==> config.mk <==
export PLATFORM = sky130hd
export DESIGN_NAME = cache_fill_fsm
export DESIGN_NICKNAME = d
export VERILOG_FILES = /design/src/rtl/cache_fill_fsm_pkg.sv /design/src/rtl/cache_fill_fsm_fill_counter.sv /design/src/rtl/cache_fill_fsm.sv
export SDC_FILE = /design/constraint.sdc
export NUM_CORES = 1
export LEC_CHECK = 0
export BUFFER_PORTS_ARGS = -buffer_cell sky130_fd_sc_hd__buf_2
export CORE_MARGIN = 4
export CORE_UTILIZATION = 42
export CTS_BUF_LIST = sky130_fd_sc_hd__clkbuf_16
export DETAILED_ROUTE_END_ITERATION = 10
export PLACE_DENSITY = 0.82
export SLEW_MARGIN = 0
export SYNTH_ARGS = -nofsm -noshare
export SYNTH_HDL_FRONTEND = slang
export SYNTH_SLANG_ARGS = --single-unit
==> constraint.sdc <==
create_clock -name clk -period 1.35 [get_ports clk]
set_clock_uncertainty 0.2 [all_clocks]
set_input_delay 0.2025 -clock clk [delete_from_list [all_inputs] [get_ports clk]]
set_output_delay 0.2025 -clock clk [all_outputs]
set_load 0.01 [all_outputs]
==> src/rtl/cache_fill_fsm_pkg.sv <==
// ============================================================================
// Module      : cache_fill_fsm_pkg
// Description : Shared constants for the cache line fill sequencer.
// Revision    : 1.0 - initial release
// ============================================================================
`default_nettype none

package cache_fill_fsm_pkg;

  localparam int c_DEF_ADDR_WIDTH      = 16;
  localparam int c_DEF_WORDS_PER_BLOCK = 8;

  // Byte offset within a block: word-index bits plus the byte-in-word bit.
  localparam int c_OFFSET_BITS = $clog2(c_DEF_WORDS_PER_BLOCK) + 1;
  localparam int c_WORD_IDX_W  = $clog2(c_DEF_WORDS_PER_BLOCK);

  localparam logic [0:0] c_ST_IDLE = 1'b0;
  localparam logic [0:0] c_ST_FILL = 1'b1;

  // Lowest address bit of the block (tag+set) field for a given block size.
  function automatic int offset_bits(input int words_per_block);
    return $clog2(words_per_block) + 1;
  endfunction

endpackage

`default_nettype wire

==> src/rtl/cache_fill_fsm_fill_counter.sv <==
// ============================================================================
// Module      : fill_counter
// Description : Up-counter with async reset, sync clear and count enable.
// Revision    : 1.0 - initial release
// ============================================================================
`default_nettype none

module fill_counter #(
  parameter int WIDTH = 4
) (
  input  logic             clk,
  input  logic             rst,
  input  logic             i_clr,
  input  logic             i_en,
  output logic [WIDTH-1:0] o_count
);

  logic [WIDTH-1:0] r_count;

  always_ff @(posedge clk or posedge rst) begin
    if (rst) begin
      r_count <= '0;
    end else if (i_clr) begin
      r_count <= '0;
    end else if (i_en) begin
      r_count <= r_count + WIDTH'(1);
    end
  end

  assign o_count = r_count;

endmodule

`default_nettype wire

==> src/rtl/cache_fill_fsm.sv <==
// ============================================================================
// Module      : cache_fill_fsm
// Description : Cache miss fill initiator; issues back-to-back word reads and
//               writes returned words, then the tag. Optional critical-word-
//               first ordering is enabled by CACHE_FILL_CRIT_WORD_EN.
// Revision    : 1.0 - initial release
// ============================================================================
`default_nettype none

module cache_fill_fsm
  import cache_fill_fsm_pkg::*;
#(
  parameter int ADDR_WIDTH      = c_DEF_ADDR_WIDTH,
  parameter int WORDS_PER_BLOCK = c_DEF_WORDS_PER_BLOCK
) (
  input  logic                               clk,
  input  logic                               rst,
  input  logic                               miss_detected,
  input  logic [ADDR_WIDTH-1:0]              miss_address,
  input  logic                               memory_data_valid,
  output logic                               fsm_busy,
  output logic                               mem_enable,
  output logic                               mem_wr,
  output logic [ADDR_WIDTH-1:0]              memory_address,
  output logic                               write_data_array,
  output logic                               write_tag_array,
`ifdef CACHE_FILL_CRIT_WORD_EN
  output logic                               crit_word_ready,
`endif
  output logic [$clog2(WORDS_PER_BLOCK)-1:0] word_index
);

  localparam int c_WIDX_W = $clog2(WORDS_PER_BLOCK);
  localparam int c_OFF    = offset_bits(WORDS_PER_BLOCK);
  // One spare bit so issue_cnt can reach WORDS_PER_BLOCK without wrapping.
  localparam int c_CNT_W  = c_WIDX_W + 1;
  localparam int c_BLK_W  = ADDR_WIDTH - c_OFF;

  localparam logic [c_CNT_W-1:0] c_CNT_FULL = c_CNT_W'(WORDS_PER_BLOCK);
  localparam logic [c_CNT_W-1:0] c_CNT_LAST = c_CNT_W'(WORDS_PER_BLOCK - 1);

  logic [0:0]          r_state;
  logic [c_BLK_W-1:0]  r_base;
  logic [c_CNT_W-1:0]  w_issue_cnt;
  logic [c_CNT_W-1:0]  w_ret_cnt;
  logic [c_WIDX_W-1:0] w_issue_word;
  logic [c_WIDX_W-1:0] w_ret_word;
  logic                w_fill;
  logic                w_start;
  logic                w_issuing;
  logic                w_ret;
  logic                w_last;
  logic                w_unused_addr_lsb;

  assign w_fill    = (r_state == c_ST_FILL);
  assign w_start   = (r_state == c_ST_IDLE) && miss_detected;
  assign w_issuing = w_fill && (w_issue_cnt < c_CNT_FULL);
  assign w_ret     = w_fill && memory_data_valid;
  assign w_last    = w_ret && (w_ret_cnt == c_CNT_LAST);

  assign w_unused_addr_lsb = ^miss_address[c_OFF-1:0];

  always_ff @(posedge clk or posedge rst) begin
    if (rst) begin
      r_state <= c_ST_IDLE;
    end else begin
      case (r_state)
        c_ST_IDLE: if (miss_detected) r_state <= c_ST_FILL;
        c_ST_FILL: if (w_last)        r_state <= c_ST_IDLE;
        default:                      r_state <= c_ST_IDLE;
      endcase
    end
  end

  always_ff @(posedge clk or posedge rst) begin
    if (rst) begin
      r_base <= '0;
    end else if (w_start) begin
      r_base <= miss_address[ADDR_WIDTH-1:c_OFF];
    end
  end

  fill_counter #(.WIDTH(c_CNT_W)) u_issue_cnt (
    .clk     (clk),
    .rst     (rst),
    .i_clr   (w_start),
    .i_en    (w_issuing),
    .o_count (w_issue_cnt)
  );

  fill_counter #(.WIDTH(c_CNT_W)) u_ret_cnt (
    .clk     (clk),
    .rst     (rst),
    .i_clr   (w_start),
    .i_en    (w_ret),
    .o_count (w_ret_cnt)
  );

`ifdef CACHE_FILL_CRIT_WORD_EN
  logic [c_WIDX_W-1:0] r_start;
  logic                w_crit;

  always_ff @(posedge clk or posedge rst) begin
    if (rst) begin
      r_start <= '0;
    end else if (w_start) begin
      r_start <= miss_address[c_OFF-1:1];
    end
  end

  // Word-index width truncation gives the wrap within the block.
  assign w_issue_word    = r_start + w_issue_cnt[c_WIDX_W-1:0];
  assign w_ret_word      = r_start + w_ret_cnt[c_WIDX_W-1:0];
  assign w_crit          = w_ret && (w_ret_cnt == '0);
  assign crit_word_ready = w_crit;
  assign fsm_busy        = w_fill && !w_crit;
`else
  assign w_issue_word = w_issue_cnt[c_WIDX_W-1:0];
  assign w_ret_word   = w_ret_cnt[c_WIDX_W-1:0];
  assign fsm_busy     = w_fill;
`endif

  assign mem_enable       = w_issuing;
  assign mem_wr           = 1'b0;
  assign memory_address   = w_issuing ? {r_base, w_issue_word, 1'b0} : '0;
  assign write_data_array = w_ret;
  assign write_tag_array  = w_last;
  assign word_index       = w_ret ? w_ret_word : '0;

endmodule

`default_nettype wire

After elaboration in Yosys (flattened, before gate mapping)
Cells that the tools add are included.

operators by class
  $add $sub $neg = 2
  multiply operators = 0
  divide/modulo/power cells = 0
  order comparisons = 1
  equality and inequality tests = 1
  shifts and indexed selects = 0
  muxes and demuxes = 9
  bitwise operators = 1
  reductions and logical operators = 6

operator list
  operator             count
  $mux 16              1
  $mux 4               4
  $add 4x1->4 const B  2
  $eq 4x3->1 const B   1
  $logic_and 1x1->1    4
  $lt 4x4->1 const B   1
  $reduce_bool 2->1    2
  $mux 3               1
  $mux 1               2
  $pmux 1 s2           1
  $not 1->1            1

storage, ports and cells
  register bits after elaboration = 21
  bits in latches = 0
  RAM bits = 0
  ROM bits = 0
  input port bits = 20
  output and inout port bits = 24
  word-level logic and storage cells = 24
  memories kept = 0

Logic depth before layout (Yosys ltp)
Gate-level depths: netlist of the first run.

  depth in word-level cells = 4
  depth in mapped cells = 4
  depth with buffers taken out = 4

By module
Synthesis of the first run repeated with hierarchy kept, for this count alone.

second synthesis, totals
  cells, all modules = 90
  area total of the unflattened synthesis = 1103.6 um2

modules (own cells, without submodules)
  module          instances  cells an instance  area each (um2)  sequential area each (um2)
  cache_fill_fsm  1          56                 710.7            325.3
  fill_counter    2          17                 196.4            100.1

Least setup slack after synthesis of the first run
OpenSTA, ideal clock, no wires.

  path kind = reg-to-reg
  start point = reg r_state (netlist: fsm_busy)
  end point = reg r_base[11]
  setup time = 125 ps
  arrival time = 1192 ps
  data required time = 1025 ps
  slack = -167 ps
  cell stages (with the launch flop) = 5
  buffers on the path = 2
  period minus slack after synthesis = 1517 ps
  cell sequence = dfrtp_1 -> nor2b_1 -> buf_6 -> buf_6 -> mux2_4

on the way
  cells in the longest elaborated chain, start to end = 2

RTL lines
  item                      line                  text
  start: declaration        cache_fill_fsm.sv:42  logic [0:0] r_state;
  start signal: assignment  cache_fill_fsm.sv:65  r_state <= c_ST_IDLE;
  start signal: assignment  cache_fill_fsm.sv:68  c_ST_IDLE: if (miss_detected) r_state <= c_ST_FILL;
  start signal: assignment  cache_fill_fsm.sv:69  c_ST_FILL: if (w_last) r_state <= c_ST_IDLE;
  $not 1->1                 -
  $logic_and 1x1->1         cache_fill_fsm.sv:56  assign w_start = (r_state == c_ST_IDLE) && miss_detected;
  end signal: assignment    cache_fill_fsm.sv:79  r_base <= miss_address[ADDR_WIDTH-1:c_OFF];
  end: declaration          cache_fill_fsm.sv:43  logic [c_BLK_W-1:0] r_base;

No other way between the ends.
A chain may end at the register's enable or synchronous reset.

Worst setup path in the final report of the first run
  start point = reg r_state (netlist: fsm_busy)
  end point = out write_tag_array

on the way
  cells in the longest elaborated chain, start to end = 2

RTL lines
  item               line                  text
  $logic_and 1x1->1  cache_fill_fsm.sv:58  assign w_ret = w_fill && memory_data_valid;
  $logic_and 1x1->1  cache_fill_fsm.sv:59  assign w_last = w_ret && (w_ret_cnt == c_CNT_LAST);
  end: declaration   cache_fill_fsm.sv:26  output logic write_tag_array,

No other way between the ends.

==> impl_metrics.py, run 1 <==
metrics = {
    "global_route": {
        "overflow": 0,
        "track_usage_pct": 19.9,
        "antenna_found_initial": 0,
        "grt_start_max_net_pins": 22,
        "grt_pass1_wl_um": 5060,
        "grt_pass1_vias": 1114,
    },
    "logic_synthesis": {
        "ys.flop_type": "dfrtp_1",
        "yosys_register_bits": 21,
        "seq_area_frac_synth_pct": 48.8,
        "synthArstFlopShare_pct": 100,
        "synth_area_um2": 1080,
        "synth_edf_count": 0,
        "synth.distinct_cells": 26,
        "syn_inst": 90,
        "yosysWarnings": 0,
        "synth_area_per_cell_um2": 12.0,
    },
    "route": {
        "via_per_inst": 4.95,
        "drt_pass1_iterations": 3,
        "num_vias": 965,
        "drtIter0Drc": 16,
        "wirelength_um": 3200,
        "wl_per_cell_um": 16.4,
        "ant_nets": 0,
        "drc": 0,
    },
    "sta": {
        "finalMaxSlewViolations": 0,
        "report.final.hold_viol_count": 0,
        "worst_slack_ns": -0.330,
        "setup_violations": 43,
        "fin_crit_sh_pct": 124,
        "rsz0062_at_grt": "true",
        "fin_crit_ns": 1.68,
        "fmax_mhz": 595,
    },
    "clock_tree": {
        "path_clk_slew_ns": 0.06,
        "max-clock-path-buffers": 2,
        "clk_latency_ns": 0.25,
        "cts_tree": "done",
        "cts.sinks": 21,
        "cts.root.buffer_cell": "clkbuf_16",
        "h-tree-depth": 1,
        "cts_made_buffers": 3,
    },
    "final_layout": {
        "final_util_pct": 79.6,
        "multi_input_area_um2": 598,
        "nets": 188,
        "fillers": 144,
        "seqCellArea_um2": 527,
        "diodes": 0,
        "final_area_um2": 1950,
        "area_growth_pct": 81.6,
        "drive_gt1_share_pct": 63.6,
    },
    "power": {
        "p_int_w": 0.00283,
        "seq_power_share_pct": 28.7,
        "clockPowerShare_pct": 14.9,
        "p_sw_w": 0.00130,
        "swShare_pct": 31.5,
        "irDropWorstVdd_uv": 1440,
        "combPwrFrac_pct": 56.4,
        "finalPower_w": 0.00413,
        "power_density_nw_per_um2": 2110,
        "p_leak_nw": 0.978,
    },
    "worst_setup_path": {
        "cp-end-kind": "output pin",
        "slowest_delay_ns": 0.42,
        "slowest_stage": "dfrtp_2",
        "crit_required_ns": 0.95,
        "path_class": "register to output pin",
        "reg2reg_depth": 5,
        "startpoint_type": "register",
        "path_delay_family": "flip-flops",
        "arrival_ns": 1.28,
        "rr_startpoint": "fsm_busy",
        "crit_chain": "buf_6 -> and3_4 -> and3b_1 -> buf_2",
        "cp_max_fo": 5,
        "path_buf_inv": 2,
        "r2r-end": "r_base[5]",
        "r2r_slack_ns": -0.30,
    },
    "die": {
        "pin_count": 44,
        "fp.dieW_um": 58.6,
        "fp.coreArea_um2": 2450,
        "rows": 18,
        "die_area_um2": 3440,
        "start_util_pct": 43.8,
        "die_h_um": 58.6,
    },
    "min_path": {
        "whs_path_depth": 4,
        "hold_path_class": "primary input to register",
        "hold_start": "miss_detected",
        "hold_end": "u_ret_cnt.o_count[0]",
    },
    "run_status": {
        "status": "complete, but fails checks",
        "failed_checks": "negative setup slack",
    },
    "flow_run": {
        "maxCapViolCount": 0,
    },
    "placed_design": {
        "portBuffers": 37,
        "place_hpwl_um": 1910,
        "gp_routability_congestion": 0.756,
        "dpl-instance-area_um2": 1370,
    },
}
==> what timing repair did <==
item / 4_1_cts / 5_1_grt
hold buffers: 13 / 1
pin swaps: 8 / 0
hold endpoints to repair: 33 / 1
endpoints found under the setup margin: 38 / 43
resized for setup: 52 / 11
buffers inserted: 10 / 3
cloned: 1 / 0
==> cell usage after synthesis (3+ instances only) <==
cell type,n,area (um^2)
mux2_2,4,45.0
nand2_1,3,11.3
and2_1,16,100
mux2_4,6,90.1
buf_4,3,22.5
nor2_1,7,26.3
dfrtp_1,21,526
and3_1,3,18.8
buf_6,3,33.8
mux2_1,3,33.8
==> worst max path at each step <==
stage                   from                      to  cells past startpoint
floorplan           fsm_busy              r_base[11]                      4
global placement    fsm_busy       memory_address[2]                      4
detailed placement  fsm_busy  u_issue_cnt.o_count[1]                      5
CTS                 fsm_busy         write_tag_array                      4
global route        fsm_busy         write_tag_array                      4
finish              fsm_busy         write_tag_array                      4
==> cell type report <==
cell class	count	area share, %
tap	30	1.92
clock inverter	1	0.192
clock buffer	3	3.84
sequential	21	27.0
timing repair buffer	77	36.1
inverter	2	0.384
multi-input combinational	61	30.6
==> power groups by stage <==
| stage | Clock (W) | Sequential (W) | Combinational [W] |
|---|---|---|---|
| finish | 0.000618 | 0.00118 | 0.00233 |
| global route | 0.000658 | 0.00122 | 0.00249 |
| CTS | 0.000626 | 0.00116 | 0.00221 |
| detailed placement | 0 | 0.00115 | 0.00150 |
| global placement | 0 | 0.00112 | 0.00141 |
| floorplan | 0 | 0.00112 | 0.000992 |
==> flip-flops by register name, indices dropped and copies added (netlist names) <==
register	cells
r_base	12
fsm_busy	1
u_issue_cnt.o_count	4
u_ret_cnt.o_count	4
==> per-stage QoR <==
stage	setup TNS, ns	worst slack [ns]	std cells	hold WS [ns]
6_report	-10.34	-0.330	195	0.265
3_3_place_gp	-2.28	-0.121	165	0.0396
3_5_place_dp	-2.75	-0.141	165	0.0468
4_1_cts	-8.88	-0.281	193	0.00315
2_1_floorplan	-1.49	-0.134	91	-0.0210
5_1_grt	-12.22	-0.377	195	0.272
==> metal layers <==
metal  GRT usage [%]  part of all wire (%)  vias to the layer above  routed length, um
met1            20.7                    36                      476               1160
met2            38.6                    56                       38               1810
met4            8.41                   1.6                        0                 51
li1                -                     -                      445                  -
met5               0                     0                        -                  0
met3            3.51                   5.7                        6                182
==> worst reg2reg max path: stages, from the launching register on <==
cell and delay, ns:
dfrtp_2 0.42, buf_6 0.13, buf_4 0.15, nor2b_4 0.16, buf_6 0.15, mux2_2 0.33
==> cells in the final DEF, fill, tap and decap left out, drive strengths merged, types with 3 or more instances in the layout <==
master | netlist | layout
and3 | 3 | 3
nand2 | 3 | 3
mux2 | 13 | 13
nor2 | 7 | 7
and2 | 16 | 16
clkbuf | 0 | 3
dfrtp | 21 | 21
buf | 7 | 63
inv | 2 | 3
dlygate4sd3 | 0 | 14
==> cell families (layout without fill, tap and decap cells) <==
| logic type | Yosys count | count (layout) | synth area share [%] |
|---|---|---|---|
| AND/OR/NAND/NOR | 35 | 35 | 18.3 |
| adder cells (fa/ha/maj) | 2 | 2 | 2.33 |
| buffers and inverters | 9 | 83 | 6.39 |
| AO/OA/AOI/OAI | 4 | 4 | 2.67 |
| other | 1 | 2 | 0.349 |
| multiplexers | 15 | 15 | 18.7 |
| flip-flops | 21 | 21 | 48.8 |
| XOR/XNOR | 3 | 3 | 2.44 |
(Power assumes the default switching activity.)
==> run 2: changes to the inputs <==
SKIP_CTS_REPAIR_TIMING = 1   (was default)
SYNTH_HIERARCHICAL = 1   (was default)
==> run 2 against run 1 <==
Compared with the run above:
- the run still ends with negative setup slack left
- critical path depth shrank 1
- sequential cell count is the same
- sequential share of layout area is 3.0 points higher
- via count is 7.6% lower
- combinational power decreased by 7%
- highest routed layer unchanged
==> impl_metrics.py, run 2 <==
metrics = {
    "run_status": {
        "status": "complete, but fails checks",
        "failed_checks": "negative setup slack",
    },
    "sta": {
        "fin_crit_ns": 1.63,
        "finalMaxSlewViolations": 0,
        "setup_violations": 42,
        "fin_crit_sh_pct": 121,
        "rsz0062_at_grt": "true",
        "tightest_slew_ns": 0.526,
        "report.final.hold_viol_count": 0,
        "slew_headroom_pct": 64.9,
        "worst_slack_ns": -0.279,
        "tns_ns": -8.26,
        "fmax_mhz": 614,
    },
    "logic_synthesis": {
        "synthArstFlopShare_pct": 100,
        "ys_top_cells_by_area": "dfrtp_1, mux2_4, and2_1, mux2_2, ha_1",
        "synthTopCellsByCount": "dfrtp_1, and2_1, mux2_4, nor2_1, inv_1",
        "yosysTopAreaCellShare_pct": 47.6,
        "syn_inst": 90,
        "yosys_register_bits": 21,
        "synth.most_common_cell": "dfrtp_1",
        "synth_area_um2": 1100,
        "yosysWarnings": 6,
        "ys.flop_type": "dfrtp_1",
        "synth_top_cell_by_area": "dfrtp_1",
        "synth_edf_count": 0,
        "seq_area_frac_synth_pct": 47.6,
        "synth_area_per_cell_um2": 12.3,
        "synth.distinct_cells": 25,
    },
    "clock_tree": {
        "cts_tree": "done",
        "path_clk_slew_ns": 0.06,
        "cts.root.buffer_cell": "clkbuf_16",
        "cts.sinks": 21,
        "max-clock-path-buffers": 2,
        "clk_latency_ns": 0.25,
        "cts_made_buffers": 3,
        "h-tree-depth": 1,
    },
    "route": {
        "drc": 0,
        "via_per_inst": 4.80,
        "wl_per_cell_um": 14.7,
        "wl_met2_um": 1420,
        "top_layer": "met4",
        "drtIter0Drc": 11,
        "wl_met1_um": 1140,
        "ant_nets": 0,
        "met3_length_um": 145,
        "num_vias": 892,
        "wirelength_um": 2740,
        "drt_pass1_iterations": 2,
    },
    "worst_setup_path": {
        "crit_required_ns": 0.95,
        "rr_startpoint": "fsm_busy",
        "crit_chain": "and2b_4 -> and2_1 -> buf_2",
        "cp-end-kind": "output pin",
        "r2r_slack_ns": -0.21,
        "startpoint": "u_issue_cnt/o_count[3]",
        "slowest_stage": "dfrtp_1",
        "slowest_delay_ns": 0.40,
        "crit_end": "memory_address[3]",
        "path_class": "register to output pin",
        "arrival_ns": 1.23,
        "cp_max_fo": 6,
        "reg2reg_depth": 4,
        "startpoint_type": "register",
        "r2r-end": "r_base[11]",
    },
    "global_route": {
        "antenna_found_initial": 0,
        "grt_start_max_net_pins": 22,
        "track_usage_pct": 13.1,
        "grt_pass1_vias": 822,
        "overflow": 0,
        "grt_pass1_wl_um": 3480,
    },
    "power": {
        "power_density_nw_per_um2": 2260,
        "p_leak_nw": 0.878,
        "finalPower_w": 0.00397,
        "irDropWorstVdd_uv": 1430,
    },
    "die": {
        "start_util_pct": 44.1,
        "fp.dieW_um": 59.3,
        "die_area_um2": 3510,
        "rows": 18,
        "die_h_um": 59.3,
        "pin_count": 44,
        "fp.coreArea_um2": 2500,
    },
    "flow_run": {
        "maxCapViolCount": 0,
    },
    "final_layout": {
        "layout_common_cells": "buf_2, dfrtp_1, dlygate4sd3_1, buf_6, and2_1",
        "drive_gt1_share_pct": 55.1,
        "largest_reg_flops": 12,
        "regMostFlops": "r_base",
        "nets": 179,
        "area_growth_pct": 59.3,
        "layout_commonest_cell": "buf_2",
        "diodes": 0,
    },
    "placed_design": {
        "portBuffers": 37,
        "gp_routability_congestion": 0.737,
        "place_hpwl_um": 1690,
        "dpl_worst_slack_ns": -0.214,
    },
    "min_path": {
        "hold_path_class": "primary input to register",
    },
}
## run 2: cells by family after synthesis
logic type	after synthesis	share of synthesized area [%]
buffers and inverters	8	5.21
XOR/XNOR	2	1.59
flip-flops	21	47.6
adder cells (fa/ha/maj)	2	2.27
AO/OA/AOI/OAI	5	3.63
multiplexers	16	19.8
other	1	0.340
AND/OR/NAND/NOR	35	19.5
## run 2: layer usage
layer | up-vias | global-route usage [%]
met5 | - | 0
met4 | 0 | 8.09
met3 | 2 | 2.40
met2 | 29 | 23.6
met1 | 427 | 13.9
li1 | 434 | -
## run 2: worst min path at each step
stage	startpoint	end	slack, ns	cells past startpoint
global placement	rst	u_issue_cnt/o_count[2]	-0.09	2
CTS	rst	u_issue_cnt/o_count[2]	-0.34	2
floorplan	rst	u_issue_cnt/o_count[0]	-0.23	1
detailed placement	rst	u_issue_cnt/o_count[2]	-0.08	2
global route	miss_detected	fsm_busy	0.03	2
finish	miss_detected	fsm_busy	0.02	2
## run 2: metrics by stage
step / cells / area, um^2 / hold WS, ns / utilization [%]
after floorplan: 91 / 1110 / -0.231 / -
after global placement: 160 / 1360 / -0.0870 / 54.4
after detailed placement: 160 / 1360 / -0.0768 / 54.4
after CTS: 164 / 1440 / -0.344 / 57.5
after global routing: 186 / 1760 / 0.0270 / 70.3
final: 186 / 1760 / 0.0223 / 70.3
## run 2: area by class of cell
class	instances	area [um^2]
inverter	4	15.0
tap	30	37.5
multi-input combinational	64	593
sequential	21	527
clock inverter	1	3.75
fill	155	742
clock buffer	3	75.1
timing repair buffer	63	507
## run 2: critical path, delay by kind of cell (launching register included)
family | cells | cell delay [ns]
flip-flops | 1 | 0.40
AND/OR/NAND/NOR | 2 | 0.44
buffers and inverters | 1 | 0.13
## run 2: power by group
group          internal, W  switching (W)  total, W
registers         0.000943       0.000261   0.00120
logic              0.00132       0.000840   0.00216
clock network     0.000394       0.000211  0.000605
total              0.00266        0.00131   0.00397
==> run 3: changes to the inputs <==
--- a/config.mk
+++ b/config.mk
@@ -7,8 +7,9 @@
 export LEC_CHECK = 0
+export ABC_AREA = 1
 export BUFFER_PORTS_ARGS = -buffer_cell sky130_fd_sc_hd__buf_2
 export CORE_MARGIN = 4
-export CORE_UTILIZATION = 42
+export CORE_UTILIZATION = 43
 export CTS_BUF_LIST = sky130_fd_sc_hd__clkbuf_16
 export DETAILED_ROUTE_END_ITERATION = 10
-export PLACE_DENSITY = 0.82
+export PLACE_DENSITY = 0.83
 export SKIP_CTS_REPAIR_TIMING = 1
--- a/constraint.sdc
+++ b/constraint.sdc
@@ -4,2 +4,2 @@
 set_output_delay 0.2025 -clock clk [all_outputs]
-set_load 0.01 [all_outputs]
+set_load 0.1 [all_outputs]
==> run 3 against run 2 <==
Compared with the run above:
- the run ends with negative hold slack, negative setup slack left
- sequential cell count is the same
- fmax shrank 16%
- global-route usage grew 4.5 points
- area after synthesis grew 2.9%
- non-clock buffer count grew 1
- utilization grew 17 points
- worst hold slack lost 0.050 ns
- final cell count grew 26%
- critical endpoint is now memory_address[12]
==> impl_metrics.py, run 3 <==
metrics = {
    "run_status": {
        "status": "complete, but fails checks",
        "failed_checks": "negative hold slack, negative setup slack",
    },
    "sta": {
        "report.final.hold_viol_count": 7,
        "fin_crit_ns": 1.95,
        "rsz0062_at_grt": "true",
        "fin_crit_sh_pct": 144,
        "hold_slack_ns": -0.0274,
        "worst_slack_ns": -0.600,
        "fmax_mhz": 513,
        "finalMaxSlewViolations": 0,
        "setup_violations": 42,
    },
    "logic_synthesis": {
        "seq_area_frac_synth_pct": 46.3,
        "yosysWarnings": 6,
        "synth_top_cell_by_area": "dfrtp_1",
        "ys.flop_type": "dfrtp_1",
        "synth_area_per_cell_um2": 8.00,
        "yosys_register_bits": 21,
        "synth_area_um2": 1140,
        "ys_top_cells_by_area": "dfrtp_1, inv_1, nand2_1, nor2_4, nor2_1",
        "syn_inst": 142,
        "synth.distinct_cells": 19,
        "synth_edf_count": 0,
        "yosysTopAreaCellShare_pct": 46.3,
        "synthArstFlopShare_pct": 100,
        "synthTopCellsByCount": "inv_1, nand2_1, dfrtp_1, nor2_1, o21ai_0",
        "synth.most_common_cell": "inv_1",
    },
    "final_layout": {
        "final_area_um2": 2190,
        "layout_common_cells": "inv_1, buf_12, nand2_1",
        "drive_gt1_share_pct": 47.8,
        "area_growth_pct": 92.4,
        "largest_reg_flops": 12,
        "fillers": 98,
        "regMostFlops": "r_base",
        "nets": 228,
        "diodes": 0,
    },
    "worst_setup_path": {
        "slowest_delay_ns": 0.42,
        "cp_max_fo": 5,
        "startpoint": "fsm_busy",
        "startpoint_type": "register",
        "rr_startpoint": "fsm_busy",
        "slowest_stage": "dfrtp_4",
        "crit_required_ns": 0.95,
        "cp-end-kind": "output pin",
        "crit_chain": "inv_2 -> or2_4 -> buf_12 -> buf_12 -> nor2_4 -> buf_12",
        "r2r_slack_ns": -0.44,
        "path_class": "register to output pin",
        "crit_top_cell": "buf_12",
        "arrival_ns": 1.55,
        "reg2reg_depth": 9,
    },
    "global_route": {
        "track_usage_pct": 17.6,
        "grt_pass1_vias": 1063,
        "grt_pass1_wl_um": 4680,
        "overflow": 0,
        "antenna_found_initial": 0,
        "grt_start_max_net_pins": 25,
    },
    "clock_tree": {
        "cts_made_buffers": 3,
        "cts.root.buffer_cell": "clkbuf_16",
        "clk_latency_ns": 0.25,
        "cts_tree": "done",
        "cts.sinks": 21,
        "h-tree-depth": 1,
        "max-clock-path-buffers": 2,
        "path_clk_slew_ns": 0.06,
    },
    "route": {
        "drtIter0Drc": 58,
        "num_vias": 1162,
        "drc": 0,
        "drt_pass1_iterations": 4,
        "wirelength_um": 3720,
        "wl_per_cell_um": 15.8,
        "ant_nets": 0,
        "via_per_inst": 4.94,
    },
    "placed_design": {
        "gp_routability_congestion": 0.776,
        "place_hpwl_um": 2220,
        "portBuffers": 37,
        "dpl-instance-area_um2": 1830,
    },
    "die": {
        "start_util_pct": 45.4,
        "pin_count": 44,
        "rows": 18,
        "die_area_um2": 3530,
        "fp.dieW_um": 59.4,
        "fp.coreArea_um2": 2500,
        "die_h_um": 59.4,
    },
    "min_path": {
        "hold_path_class": "primary input to register",
        "whs_path_depth": 3,
        "hold_start": "miss_address[15]",
    },
    "flow_run": {
        "maxCapViolCount": 0,
    },
}
-- run 3: cell count changes in the layout (fill, tap and decap cells not counted), moves of 4 or more --
cell           previous run  this run
and2_1                   12         0
and2_4                    4         0
buf_12                    2        26
buf_2                    29        15
buf_6                    13         5
dlygate4sd3_1            13         6
inv_1                     4        26
mux2_4                   11         0
nand2_1                   1        24
nor2_1                    6        11
nor2_4                    0        17
o21ai_0                   0        10
-- run 3: area by class of cell --
class,count,area (um^2),share of cell area (%)
repair buffers,64,855,39.1
flip-flops and latches,21,529,24.2
multi-input cells,86,559,25.6
inverters,30,126,5.78
clock buffers,3,75.1,3.43
clock inverters,1,3.75,0.172
well taps,30,37.5,1.72
-- run 3: logic make-up (layout without fill, tap and decap cells) --
group	count (synthesis)	count (layout)	share of synthesized area (%)
compound gates	18	18	7.93
buf+inv	36	98	14.9
other cells	1	2	0.330
flops	21	21	46.3
fa+ha+maj	2	2	2.20
simple gates	64	64	28.4
-- run 3: worst paths after layout --
path	endpoint
setup / recovery	memory_address[12]
hold / removal	r_base[11]
setup reg to reg	u_issue_cnt/o_count[2]
hold reg to reg	r_base[5]
max in group asynchronous	r_base[8]
min in group asynchronous	u_issue_cnt/o_count[0]
-- run 3: per-stage QoR --
step	std cells	setup TNS [ns]	hold slack (ns)	utilization, %	worst slack, ns
floorplan	143	-22.44	-0.231	-	-0.923
global route	235	-16.25	-0.0193	87.4	-0.642
CTS	220	-12.25	-0.348	76.4	-0.612
global placement	216	-5.25	-0.0915	73.2	-0.299
detailed placement	216	-6.09	-0.0815	73.2	-0.335
finish	235	-14.15	-0.0274	87.4	-0.600
-- run 3: worst max-delay path: cells and delay by family (launching register included) --
kind          cells  cell delay, ns
buf+inv           4            0.50
simple gates      2            0.35
flops             1            0.42
-- run 3: per-layer routing --
layer,part of all wire [%],track usage [%]
met1,41,21.3
met2,53,30.0
met3,4.5,5.45
met4,1.5,4.85
met5,0,0
Power of run 3 is not shown: default switching activity piles up to over one toggle a cycle in this logic, so the estimate is an artifact.
